**config.mk**
```make
export PLATFORM = sky130hd
export DESIGN_NAME = mem_port_arbiter
export DESIGN_NICKNAME = d
export VERILOG_FILES = /design/src/rtl/mem_port_arbiter.sv
export SDC_FILE = /design/constraint.sdc
export NUM_CORES = 1
export LEC_CHECK = 0
export ABC_AREA = 1
export BUFFER_PORTS_ARGS = -buffer_cell sky130_fd_sc_hd__buf_4
export CAP_MARGIN = 20
export CORE_UTILIZATION = 25
export CTS_CLUSTER_SIZE = 16
export DETAILED_ROUTE_END_ITERATION = 8
export SYNTH_ARGS = -nofsm -noshare
export SYNTH_HDL_FRONTEND = slang
export SYNTH_SLANG_ARGS = --single-unit
```
**constraint.sdc**
```tcl
create_clock -name clk -period 1.6 [get_ports clk]
set_input_delay 0.32 -clock clk [delete_from_list [all_inputs] [get_ports clk]]
set_output_delay 0.32 -clock clk [all_outputs]
set_load 0.05 [all_outputs]
```
**src/rtl/mem_port_arbiter.sv**
```systemverilog
// Two-requester round-robin arbiter for a 1R/1W block RAM with a parked write port.
// Define MEM_PORT_ARBITER_CLEAR_EN to zero the RAM with a sweep after every reset.
module mem_port_arbiter #(
  parameter int WID_MEM = 17,
  parameter int DEPTH_MEM = 4096,
  parameter int AW = 12,
  parameter logic [AW-1:0] PARK_ADDR = AW'(DEPTH_MEM - 1)
) (
  input  logic               clk,
  input  logic               reset,
  input  logic               a_req,
  input  logic               a_we,
  input  logic [AW-1:0]      a_addr,
  input  logic [WID_MEM-1:0] a_wdata,
  output logic               a_gnt,
  output logic               a_rvalid,
  output logic [WID_MEM-1:0] a_rdata,
  input  logic               b_req,
  input  logic               b_we,
  input  logic [AW-1:0]      b_addr,
  input  logic [WID_MEM-1:0] b_wdata,
  output logic               b_gnt,
  output logic               b_rvalid,
  output logic [WID_MEM-1:0] b_rdata,
  output logic [AW-1:0]      mem_raddr,
  output logic [AW-1:0]      mem_waddr,
  output logic [WID_MEM-1:0] mem_din,
  input  logic [WID_MEM-1:0] mem_dout,
  output logic               busy
);

  logic          run;
  logic          sweeping;
  logic [AW-1:0] clr_addr;

`ifdef MEM_PORT_ARBITER_CLEAR_EN
  typedef enum logic {CLEAR, RUN} state_t;
  state_t        state, state_nxt;
  logic [AW-1:0] sweep_addr;

  always_ff @(posedge clk) begin
    if (reset) begin
      state      <= CLEAR;
      sweep_addr <= '0;
    end else begin
      state <= state_nxt;
      if (state == CLEAR) sweep_addr <= sweep_addr + AW'(1);
    end
  end

  always_comb begin
    state_nxt = state;
    if (state == CLEAR && sweep_addr == AW'(DEPTH_MEM - 1)) state_nxt = RUN;
  end

  assign run      = ~reset && (state == RUN);
  assign sweeping = ~reset && (state == CLEAR);
  assign clr_addr = sweep_addr;
  assign busy     = (state == CLEAR);
`else
  assign run      = ~reset;
  assign sweeping = 1'b0;
  assign clr_addr = '0;
  assign busy     = 1'b0;
`endif

  logic a_rd, b_rd, a_wr, b_wr;
  logic a_rgnt, b_rgnt, a_wgnt, b_wgnt;
  logic ptr_r, ptr_w, ptr_r_nxt, ptr_w_nxt;
  logic [AW-1:0] raddr_q;

  assign a_rd = run & a_req & ~a_we;
  assign b_rd = run & b_req & ~b_we;
  assign a_wr = run & a_req &  a_we;
  assign b_wr = run & b_req &  b_we;

  // Pointer 0 favours A; it flips only when both requesters contend for the port.
  always_comb begin
    a_rgnt    = a_rd & (~b_rd | ~ptr_r);
    b_rgnt    = b_rd & (~a_rd |  ptr_r);
    a_wgnt    = a_wr & (~b_wr | ~ptr_w);
    b_wgnt    = b_wr & (~a_wr |  ptr_w);
    ptr_r_nxt = ptr_r;
    ptr_w_nxt = ptr_w;
    if (a_rd && b_rd) ptr_r_nxt = ~ptr_r;
    if (a_wr && b_wr) ptr_w_nxt = ~ptr_w;
  end

  assign a_gnt = a_rgnt | a_wgnt;
  assign b_gnt = b_rgnt | b_wgnt;

  always_comb begin
    mem_raddr = raddr_q;
    if (a_rgnt)      mem_raddr = a_addr;
    else if (b_rgnt) mem_raddr = b_addr;
  end

  always_comb begin
    mem_waddr = PARK_ADDR;
    mem_din   = '0;
    if (sweeping) begin
      mem_waddr = clr_addr;
    end else if (a_wgnt) begin
      mem_waddr = a_addr;
      mem_din   = a_wdata;
    end else if (b_wgnt) begin
      mem_waddr = b_addr;
      mem_din   = b_wdata;
    end
  end

  always_ff @(posedge clk) begin
    if (reset) begin
      ptr_r    <= 1'b0;
      ptr_w    <= 1'b0;
      a_rvalid <= 1'b0;
      b_rvalid <= 1'b0;
      raddr_q  <= '0;
    end else begin
      ptr_r    <= ptr_r_nxt;
      ptr_w    <= ptr_w_nxt;
      a_rvalid <= a_rgnt;
      b_rvalid <= b_rgnt;
      raddr_q  <= mem_raddr;
    end
  end

  assign a_rdata = mem_dout;
  assign b_rdata = mem_dout;

endmodule

```
==> reports/metrics.cfg, run 1 <==
[logic_synthesis]
most_repeated_cell_in_the_gate_level_netlist_after_synthesis = nand2_1
ys_top_cells_by_area = dfxtp_1 (20%), buf_4 (17%), nand2_1 (16%)
number_of_enable_flip_flop_cells_after_synthesis = 0
synth_area_per_cell_um2 = 5.67
syn_area_um2 = 1580
post-synth-top-area-cell = dfxtp_1
mappedNetlistNets = 359
synth_warnings = 0
async_reset_ff_share_pct = 0
synth.cells.most_frequent = nand2_1 (69), nor2_1 (49), inv_1 (37), buf_4 (36), a21oi_1 (26)
synth_largest_type_area_fraction_pct = 20.3
synth_cell_type_count = 19
synth_cells = 278
synth_top_flop_cell = dfxtp_1
synth.ff_latch_count = 16
synth.yosys.seq_area_share_pct = 20.3

[global_route]
antenna_found_initial = 0
grt_overflow = 0
grt_first_pass_wirelength_mm = 9.09
via_count_of_the_first_global_routing_pass = 1998
track_usage_pct = 18.0
grt_max_degree = 15

[power]
sw_frac_of_total_pct = 40.4
leak_pwr_nw = 1.67
power.net_switching_mw = 0.721
internal_power_mw = 1.06
clkPwrFrac_pct = 20.8
comb_pwr_share_pct = 55.3
powerDensity_nw_per_um2 = 532
irDropWorstVdd_uv = 410
seq_power_share_pct = 23.9

[clock_network]
clkLatencyLatePin_ps = 250
clock_path_buffers = 2
clockRootBuffer = clkbuf_8
cts_max_level = 1
clk_transition_reported_paths_ps = 70
cts_tree = yes
tritoncts.num_buffers = 3
cts_sinks = 16

[critical_path]
critPathSlowestCell = nor3_4
setup.reg_to_reg.worst_slack_ps = 380
crit_path_max_fanout = 5
timing.critical_path.required_ps = 1280
setup.worst_path.start_class = primary input
criticalPathCategory = primary input to output port
r2r_start = ptr_r
arrival_ps = 1460
endpoint_kind = output port
crit_buf_inv = 6
cp_cell_sequence = buf_8 > inv_4 > nor3_4 > o21ai_4 > buf_6 > buf_12 > buf_12 > o21ai_4 > buf_6
worst_setup_path_startpoint = b_req
critical_path.top_delay_family = buffers and inverters
cpPeakStageDelay_ps = 230

[drt]
dr_total_vias = 2048
route.detailed.vias_per_inst = 4.44
drt-wirelength-per-cell_um = 13.2
drt-pass1-iter-count = 4
antenna_left = 0
drc = 0
wirelength_mm = 6.07
dr.first_iter.drc_count = 36

[run]
cap_violations = 0

[placed_design]
gp_congestion = 0.737
place_hpwl_mm = 4.03
io_buffers = 108
dpl.cell_count = 438
dpl-instance-area_um2 = 2570

[final_layout]
final_nets = 468
drive_gt1_share_pct = 66.8
syn2layout_area_growth_pct = 113
post_layout_nonfiller_instances = 461
final_core_utilization_pct = 56.0
post-route-cell-area_um2 = 3360
diodes = 0

[sta]
whs_ps = 359
layout_setup_ws_ps = -180
min_period_ps = 1780
grt_setup_unrepaired = true
finalSetupViolations = 43
max_freq_mhz = 562
finalCritPeriodShare_pct = 111
timing_hold_violations_final = 0
fin_skew_ps = 3.57
report.final.slew_viol_count = 0

[floorplan]
floorplan.die_area_um2 = 6620
placeable_core_region_um2 = 5990
die_h_um = 81.4
rows = 28
die_w_um = 81.4
num_io_pins = 161
initial_utilization_pct = 26.3

[outcome]
failed_checks = setup timing
result_of_the_run = finished with violations

[min_path]
min-delay-path-class = primary input to register
hold_path_startpoint = reset

## cells by family after synthesis
| logic type | after synthesis | share of synthesized area (%) |
|---|---|---|
| AOI/OAI and AO/OA | 46 | 14.9 |
| buffers and inverters | 88 | 31.5 |
| DFF | 16 | 20.3 |
| other | 1 | 0.238 |
| and+or+nand+nor | 127 | 33.0 |
## worst reg2reg max path: cells and delay by family, from the launching register on
kind,cells,cell delay [ps]
DFF,1,350
and+or+nand+nor,2,220
AOI/OAI and AO/OA,2,260
buffers and inverters,2,330
## power groups by stage
stage / logic (mW) / registers [mW] / clock network [mW]
global placement: 0.783 / 0.435 / 0
global route: 1.04 / 0.428 / 0.396
floorplan: 0.714 / 0.441 / 0
CTS: 0.951 / 0.427 / 0.381
finish: 0.987 / 0.427 / 0.372
detailed placement: 0.788 / 0.435 / 0
## what timing repair did
item / 4_1_cts / 5_1_grt
pin swaps: 9 / 9
setup endpoints to repair: 43 / 43
resized for setup: 123 / 38
buffers inserted: 11 / 8
hold endpoints to repair: 0 / 0
hold buffers: 0 / 0
gates cloned: 5 / 0
## cells in the final DEF, fill, tap and decap left out, types with 7 or more instances in the layout
cell type and n:
buf_4 90, nand2_1 41, buf_6 37, inv_1 31
nand2_2 23, nor2_4 21, a21oi_1 19, nor2_1 16
buf_8 16, dfxtp_1 14, nor2_2 12, o21ai_4 11
a21oi_2 7, o21ai_2 7, buf_12 7
## metal layers
metal / wire length (um) / vias to the layer above / global-route usage (%)
met2: 3290 / 73 / 36.0
met4: 119 / 0 / 6.07
li1: - / 1027 / -
met5: 0 / - / 0
met3: 416 / 17 / 3.60
met1: 2250 / 931 / 17.9
## worst paths after layout
path | endpoint | depth (start not counted)
setup / recovery | mem_din[2] | 9
hold / removal | raddr_q[11] | 3
setup reg to reg | raddr_q[7] | 6
hold reg to reg | ptr_r | 2
## layout make-up
| class | instances | area, um^2 |
|---|---|---|
| repair buffers | 150 | 1470 |
| multi-input cells | 174 | 1230 |
| flip-flops and latches | 16 | 323 |
| clock buffers | 4 | 55.1 |
| inverters | 41 | 169 |
| well taps | 75 | 93.8 |
| fillers | 568 | 2630 |
| repair inverters | 1 | 11.3 |
## through the flow
step                setup slack [ps]  total power, mW  setup TNS [ps]
detailed placement              -269             1.22           -8890
CTS                             -200             1.76           -5980
global route                    -228             1.87           -7460
finish                          -180             1.79           -4930
floorplan                       -117             1.16           -2440
global placement                -243             1.22           -8530
## state kept, by name, indices dropped and copies added, names as in the netlist
| name | flops |
|---|---|
| a_rvalid | 1 |
| ptr_r | 1 |
| b_rvalid | 1 |
| raddr_q | 12 |
| ptr_w | 1 |
Note: power is estimated with default switching activity, not from simulation.
==> inputs of run 2 (changes only) <==
--- a/config.mk
+++ b/config.mk
@@ -8,6 +8,7 @@
 export ABC_AREA = 1
 export BUFFER_PORTS_ARGS = -buffer_cell sky130_fd_sc_hd__buf_4
 export CAP_MARGIN = 20
+export CORE_ASPECT_RATIO = 0.75
 export CORE_UTILIZATION = 25
 export CTS_CLUSTER_SIZE = 16
 export DETAILED_ROUTE_END_ITERATION = 8
==> run 2 against run 1 <==
Compared with the run above: the flow still finishes with violations (setup timing); clock power is 1% lower; clock-buffer cell count stayed put; non-clock buffer count is 1 lower; critical path type unchanged; highest routed layer unchanged.
==> reports/metrics.cfg, run 2 (same netlist as run 1, synthesis figures left out) <==
[critical_path]
timing.critical_path.required_ps = 1280
critical_path.most_common_cell = buf_6
critical_path_cell_count = 9
cp_cell_sequence = buf_8 > inv_4 > nor3_4 > buf_6 > o21ai_4 > buf_6 > buf_16 > o21ai_4 > buf_6
crit_buf_inv = 6
crit_path_max_fanout = 5
r2r_start = ptr_r
worstReg2RegEnd = raddr_q[3]
critPathSlowestCell = nor3_4
critical_path.top_delay_family = buffers and inverters
r2r_cells = 6
setup.reg_to_reg.worst_slack_ps = 370
criticalPathCategory = primary input to output port
arrival_ps = 1460
endpoint_kind = output port
setup.worst_path.start_class = primary input
cpPeakStageDelay_ps = 220

[floorplan]
placeable_core_region_um2 = 5950
die_h_um = 70.7
floorplan.die_area_um2 = 6630
rows = 24
initial_utilization_pct = 26.5
die_w_um = 93.7
num_io_pins = 161

[sta]
finalCritPeriodShare_pct = 111
whs_ps = 375
max_freq_mhz = 563
finalSetupViolations = 42
fin_skew_ps = 0.955
layout_setup_ws_ps = -178
timing_hold_violations_final = 0
report.final.slew_viol_count = 0
min_period_ps = 1780
totalNegativeSetupSlack_ps = -5430
grt_setup_unrepaired = true

[global_route]
grt_max_degree = 18
grt_overflow = 0
via_count_of_the_first_global_routing_pass = 2002
grt_first_pass_wirelength_mm = 9.92
track_usage_pct = 19.1
antenna_found_initial = 0

[drt]
dr_total_vias = 1991
wirelength_mm = 6.26
route.detailed.vias_per_inst = 4.31
drt-pass1-iter-count = 4
dr.first_iter.drc_count = 42
drc = 0
drt-wirelength-per-cell_um = 13.5
antenna_left = 0

[final_layout]
final_cell_mix = buf_4 (86), nand2_1 (50), buf_6 (41), inv_1 (32), nor2_1 (24)
layout.cells.most_common = buf_4
final_nets = 466
max_flop_register = raddr_q
drive_gt1_share_pct = 61.5
syn2layout_area_growth_pct = 113
largest_register_ffs = 12
diodes = 0
fillerInstances = 561

[placed_design]
gp_congestion = 0.827
io_buffers = 108
place_hpwl_mm = 4.24
place_worst_setup_slack_ps = -300

[outcome]
result_of_the_run = finished with violations
failed_checks = setup timing

[power]
report.power.total_mw = 1.79
irDropWorstVdd_uv = 313
comb_pwr_share_pct = 55.6
sw_frac_of_total_pct = 40.1
power.net_switching_mw = 0.717
leak_pwr_nw = 1.66
internal_power_mw = 1.07
powerDensity_nw_per_um2 = 532
seq_power_share_pct = 23.9
clkPwrFrac_pct = 20.6

[min_path]
min-delay-path-class = primary input to register
hold_path_startpoint = reset
holdPathEnd = raddr_q[0]
hold_depth = 3

[run]
cap_violations = 0

[clock_network]
clk_transition_reported_paths_ps = 70
cts_max_level = 1
cts_tree = yes
clkLatencyLatePin_ps = 250
tritoncts.num_buffers = 3
cts_sinks = 16
clockRootBuffer = clkbuf_8
clock_path_buffers = 2

run 2: cell count changes in the layout (fill, tap and decap cells not counted), sizes merged:
cell / before / now
buf: 150 / 149
inv: 42 / 41
run 2: cell type report:
type / instances / area (um^2) / share of cell area [%]
Inverter: 41 / 166 / 4.96
Tap cell: 78 / 97.6 / 2.91
Sequential cell: 16 / 322 / 9.58
Timing Repair Buffer: 149 / 1500 / 44.5
Multi-Input combinational cell: 174 / 1220 / 36.4
Clock buffer: 4 / 55.1 / 1.64
run 2: worst max path at each step:
stage          startpoint       endpoint
3_3_place_gp        reset   mem_waddr[7]
2_1_floorplan       reset  mem_waddr[10]
4_1_cts             reset   mem_waddr[2]
6_report            b_req    mem_din[14]
3_5_place_dp        reset   mem_waddr[7]
5_1_grt             a_req   mem_waddr[8]
run 2: per-layer routing:
layer / up-vias / GRT usage [%] / routed length, um
met5: - / 0 / 0
met4: 0 / 2.91 / 27
met3: 4 / 5.48 / 359
met2: 52 / 31.9 / 3230
met1: 912 / 24.8 / 2640
li1: 1023 / - / -
run 2: metrics by stage:
| stage | utilization [%] | area [um^2] | std cells |
|---|---|---|---|
| after floorplan | - | 1830 | 278 |
| after global placement | 44.3 | 2640 | 447 |
| after detailed placement | 44.3 | 2640 | 447 |
| after CTS | 53.8 | 3200 | 461 |
| after global routing | 56.5 | 3360 | 462 |
| final | 56.5 | 3360 | 462 |
run 2: repair_timing:
item                                    in CTS  in global routing
hold buffers                                 0                  0
pin swaps                                    8                  8
gates resized for setup                    107                 33
buffers inserted                             6                  1
endpoints found under the setup margin      42                 43
cloned                                       4                  0
run 2: worst reg2reg max path: stages, from the launching register on:
cell and delay, ps:
dfxtp_2 340, nand4_1 150, buf_6 200, a21oi_1 140, nand2_1 100, buf_4 140, a21oi_1 100
run 2: power by group through the flow:
stage | combinational [mW] | sequential, mW | clock (mW)
6_report | 0.992 | 0.427 | 0.367
5_1_grt | 1.05 | 0.428 | 0.401
4_1_cts | 0.947 | 0.426 | 0.378
3_5_place_dp | 0.801 | 0.435 | 0
3_3_place_gp | 0.795 | 0.435 | 0
2_1_floorplan | 0.714 | 0.441 | 0
==> inputs of run 3 (changes only) <==
--- a/config.mk
+++ b/config.mk
@@ -9,9 +9,10 @@
 export BUFFER_PORTS_ARGS = -buffer_cell sky130_fd_sc_hd__buf_4
 export CAP_MARGIN = 20
 export CORE_ASPECT_RATIO = 0.75
-export CORE_UTILIZATION = 25
+export CORE_UTILIZATION = 32
 export CTS_CLUSTER_SIZE = 16
 export DETAILED_ROUTE_END_ITERATION = 8
+export PLACE_DENSITY = 0.74
 export SYNTH_ARGS = -nofsm -noshare
 export SYNTH_HDL_FRONTEND = slang
 export SYNTH_SLANG_ARGS = --single-unit
==> run 3 against run 2 <==
Compared with the run above: the run still ends with setup timing left; non-clock buffer count rose by 4; global-route usage rose by 3.5 points; final area rose by 3.8%; worst setup slack got worse by 43 ps; worst hold slack improved by 50 ps; fmax fell by 2.4%; core utilization rose by 19 points.
==> reports/metrics.cfg, run 3 (same netlist as run 1, synthesis figures left out) <==
[outcome]
result_of_the_run = finished with violations
failed_checks = setup timing

[sta]
timing_hold_violations_final = 0
grt_setup_unrepaired = true
layout_setup_ws_ps = -221
min_period_ps = 1820
finalSetupViolations = 43
fin_skew_ps = 4.72
finalCritPeriodShare_pct = 114
report.final.slew_viol_count = 0
max_freq_mhz = 549

[clock_network]
clockRootBuffer = clkbuf_8
clock_path_buffers = 2
tritoncts.num_buffers = 3
clkLatencyLatePin_ps = 260
cts_max_level = 1
clk_transition_reported_paths_ps = 60
cts_tree = yes
cts_sinks = 16
cts.hold.buffers_added = 0

[placed_design]
io_buffers = 108
gp_congestion = 0.800
place_worst_setup_slack_ps = -313
dpl.cell_count = 425
place_hpwl_mm = 3.94

[critical_path]
endpoint_kind = output port
criticalPathCategory = primary input to output port
timing.critical_path.required_ps = 1280
cpPeakStageDelay_ps = 230
r2r_cells = 7
arrival_ps = 1500
setup.worst_path.start_class = primary input
setup.reg_to_reg.worst_slack_ps = 210
worstReg2RegEnd = raddr_q[5]
critical_path.most_common_cell = buf_12
crit_path_max_fanout = 5
cp_cell_sequence = buf_8 > inv_4 > nor3_4 > o21ai_4 > buf_12 > buf_12 > buf_12 > o21ai_4 > buf_6
r2r_start = ptr_r
critPathSlowestCell = nor3_4

[power]
clkPwrFrac_pct = 20.4
comb_pwr_share_pct = 56.3
sw_frac_of_total_pct = 41.3
irDropWorstVdd_uv = 375
power.net_switching_mw = 0.758
report.power.total_mw = 1.84
seq_power_share_pct = 23.3
leak_pwr_nw = 1.78
powerDensity_nw_per_um2 = 527
internal_power_mw = 1.08

[floorplan]
num_io_pins = 161
die_w_um = 83.0
initial_utilization_pct = 34.3
rows = 21
placeable_core_region_um2 = 4600
floorplan.die_area_um2 = 5210
die_h_um = 62.8

[global_route]
grt_max_degree = 18
via_count_of_the_first_global_routing_pass = 2158
grt_overflow = 0
track_usage_pct = 22.6
grt_first_pass_wirelength_mm = 9.66
antenna_found_initial = 0

[drt]
drc = 0
dr_total_vias = 2132
route.detailed.vias_per_inst = 4.77
antenna_left = 0
drt-pass1-iter-count = 4
drt-wirelength-per-cell_um = 15.3
dr.first_iter.drc_count = 92
wirelength_mm = 6.86

[final_layout]
layout.cells.most_common = buf_4
largest_register_ffs = 12
final_nets = 472
max_flop_register = raddr_q
drive_gt1_share_pct = 71.0
final_cell_mix = buf_4 (93), buf_6 (40), inv_1 (31), nand2_1 (30), nand2_2 (24)
fillerInstances = 308
diodes = 0
post_layout_nonfiller_instances = 447
seqCellArea_um2 = 323
multiInputGateArea_um2 = 1350
syn2layout_area_growth_pct = 121

[min_path]
holdPathEnd = ptr_w
min-delay-path-class = primary input to register
hold_path_startpoint = reset
hold_depth = 4

[run]
cap_violations = 0

==> run 3: cell count changes in the layout (fill, tap and decap cells not counted), sizes merged <==
cell / before / now
clkbuf: 4 / 5
clkinv: 0 / 1
nand2: 71 / 72
buf: 149 / 152
==> run 3: metal layers <==
metal | global-route usage, % | vias up | routed length (um)
li1 | - | 1033 | -
met1 | 26.0 | 982 | 2600
met2 | 41.8 | 96 | 3600
met3 | 5.94 | 21 | 457
met4 | 4.96 | 0 | 200
met5 | 0 | - | 0
==> run 3: how the worst max path moves through the flow <==
stage / from / to / cells after the start
2_1_floorplan: reset / mem_waddr[10] / 7
3_3_place_gp: reset / mem_waddr[3] / 8
3_5_place_dp: reset / mem_waddr[3] / 8
4_1_cts: reset / mem_waddr[9] / 9
5_1_grt: b_req / mem_waddr[7] / 10
6_report: b_req / mem_din[7] / 9
==> run 3: through the flow <==
step | setup TNS, ps | util, % | hold slack [ps] | cell area, um^2
after CTS | -6060 | 68.3 | 380 | 3140
after detailed placement | -9120 | 56.8 | 500 | 2610
after global routing | -8950 | 75.8 | 430 | 3480
after global placement | -8220 | 56.8 | 483 | 2610
final | -6570 | 75.8 | 425 | 3480
after floorplan | -2440 | - | 463 | 1830
==> run 3: timing repair <==
action / in CTS / in global routing
gates cloned: 3 / 2
gates resized for setup: 96 / 81
endpoints found under the setup margin: 43 / 43
endpoints found under the hold margin: 0 / 0
pin swaps: 11 / 18
setup buffers: 9 / 7
==> run 3: final cells by class <==
| type | instances | share of cell area (%) |
|---|---|---|
| Timing Repair inverter | 1 | 0.467 |
| Clock buffer | 4 | 1.58 |
| Sequential cell | 16 | 9.26 |
| Timing Repair Buffer | 153 | 42.7 |
| Inverter | 41 | 5.06 |
| Multi-Input combinational cell | 175 | 38.9 |
| Tap cell | 57 | 2.05 |
==> run 3: power by group through the flow <==
stage               Combinational (mW)  Clock, mW  Sequential (mW)
finish                            1.03      0.374            0.428
global route                      1.08      0.393            0.429
CTS                              0.940      0.372            0.426
detailed placement               0.802          0            0.435
global placement                 0.793          0            0.435
floorplan                        0.714          0            0.441
==> run 3: worst max-delay path, delay by kind of cell <==
family / cells / cell delay, ps
buf+inv: 6 / 700
simple gates: 1 / 230
compound gates: 2 / 240
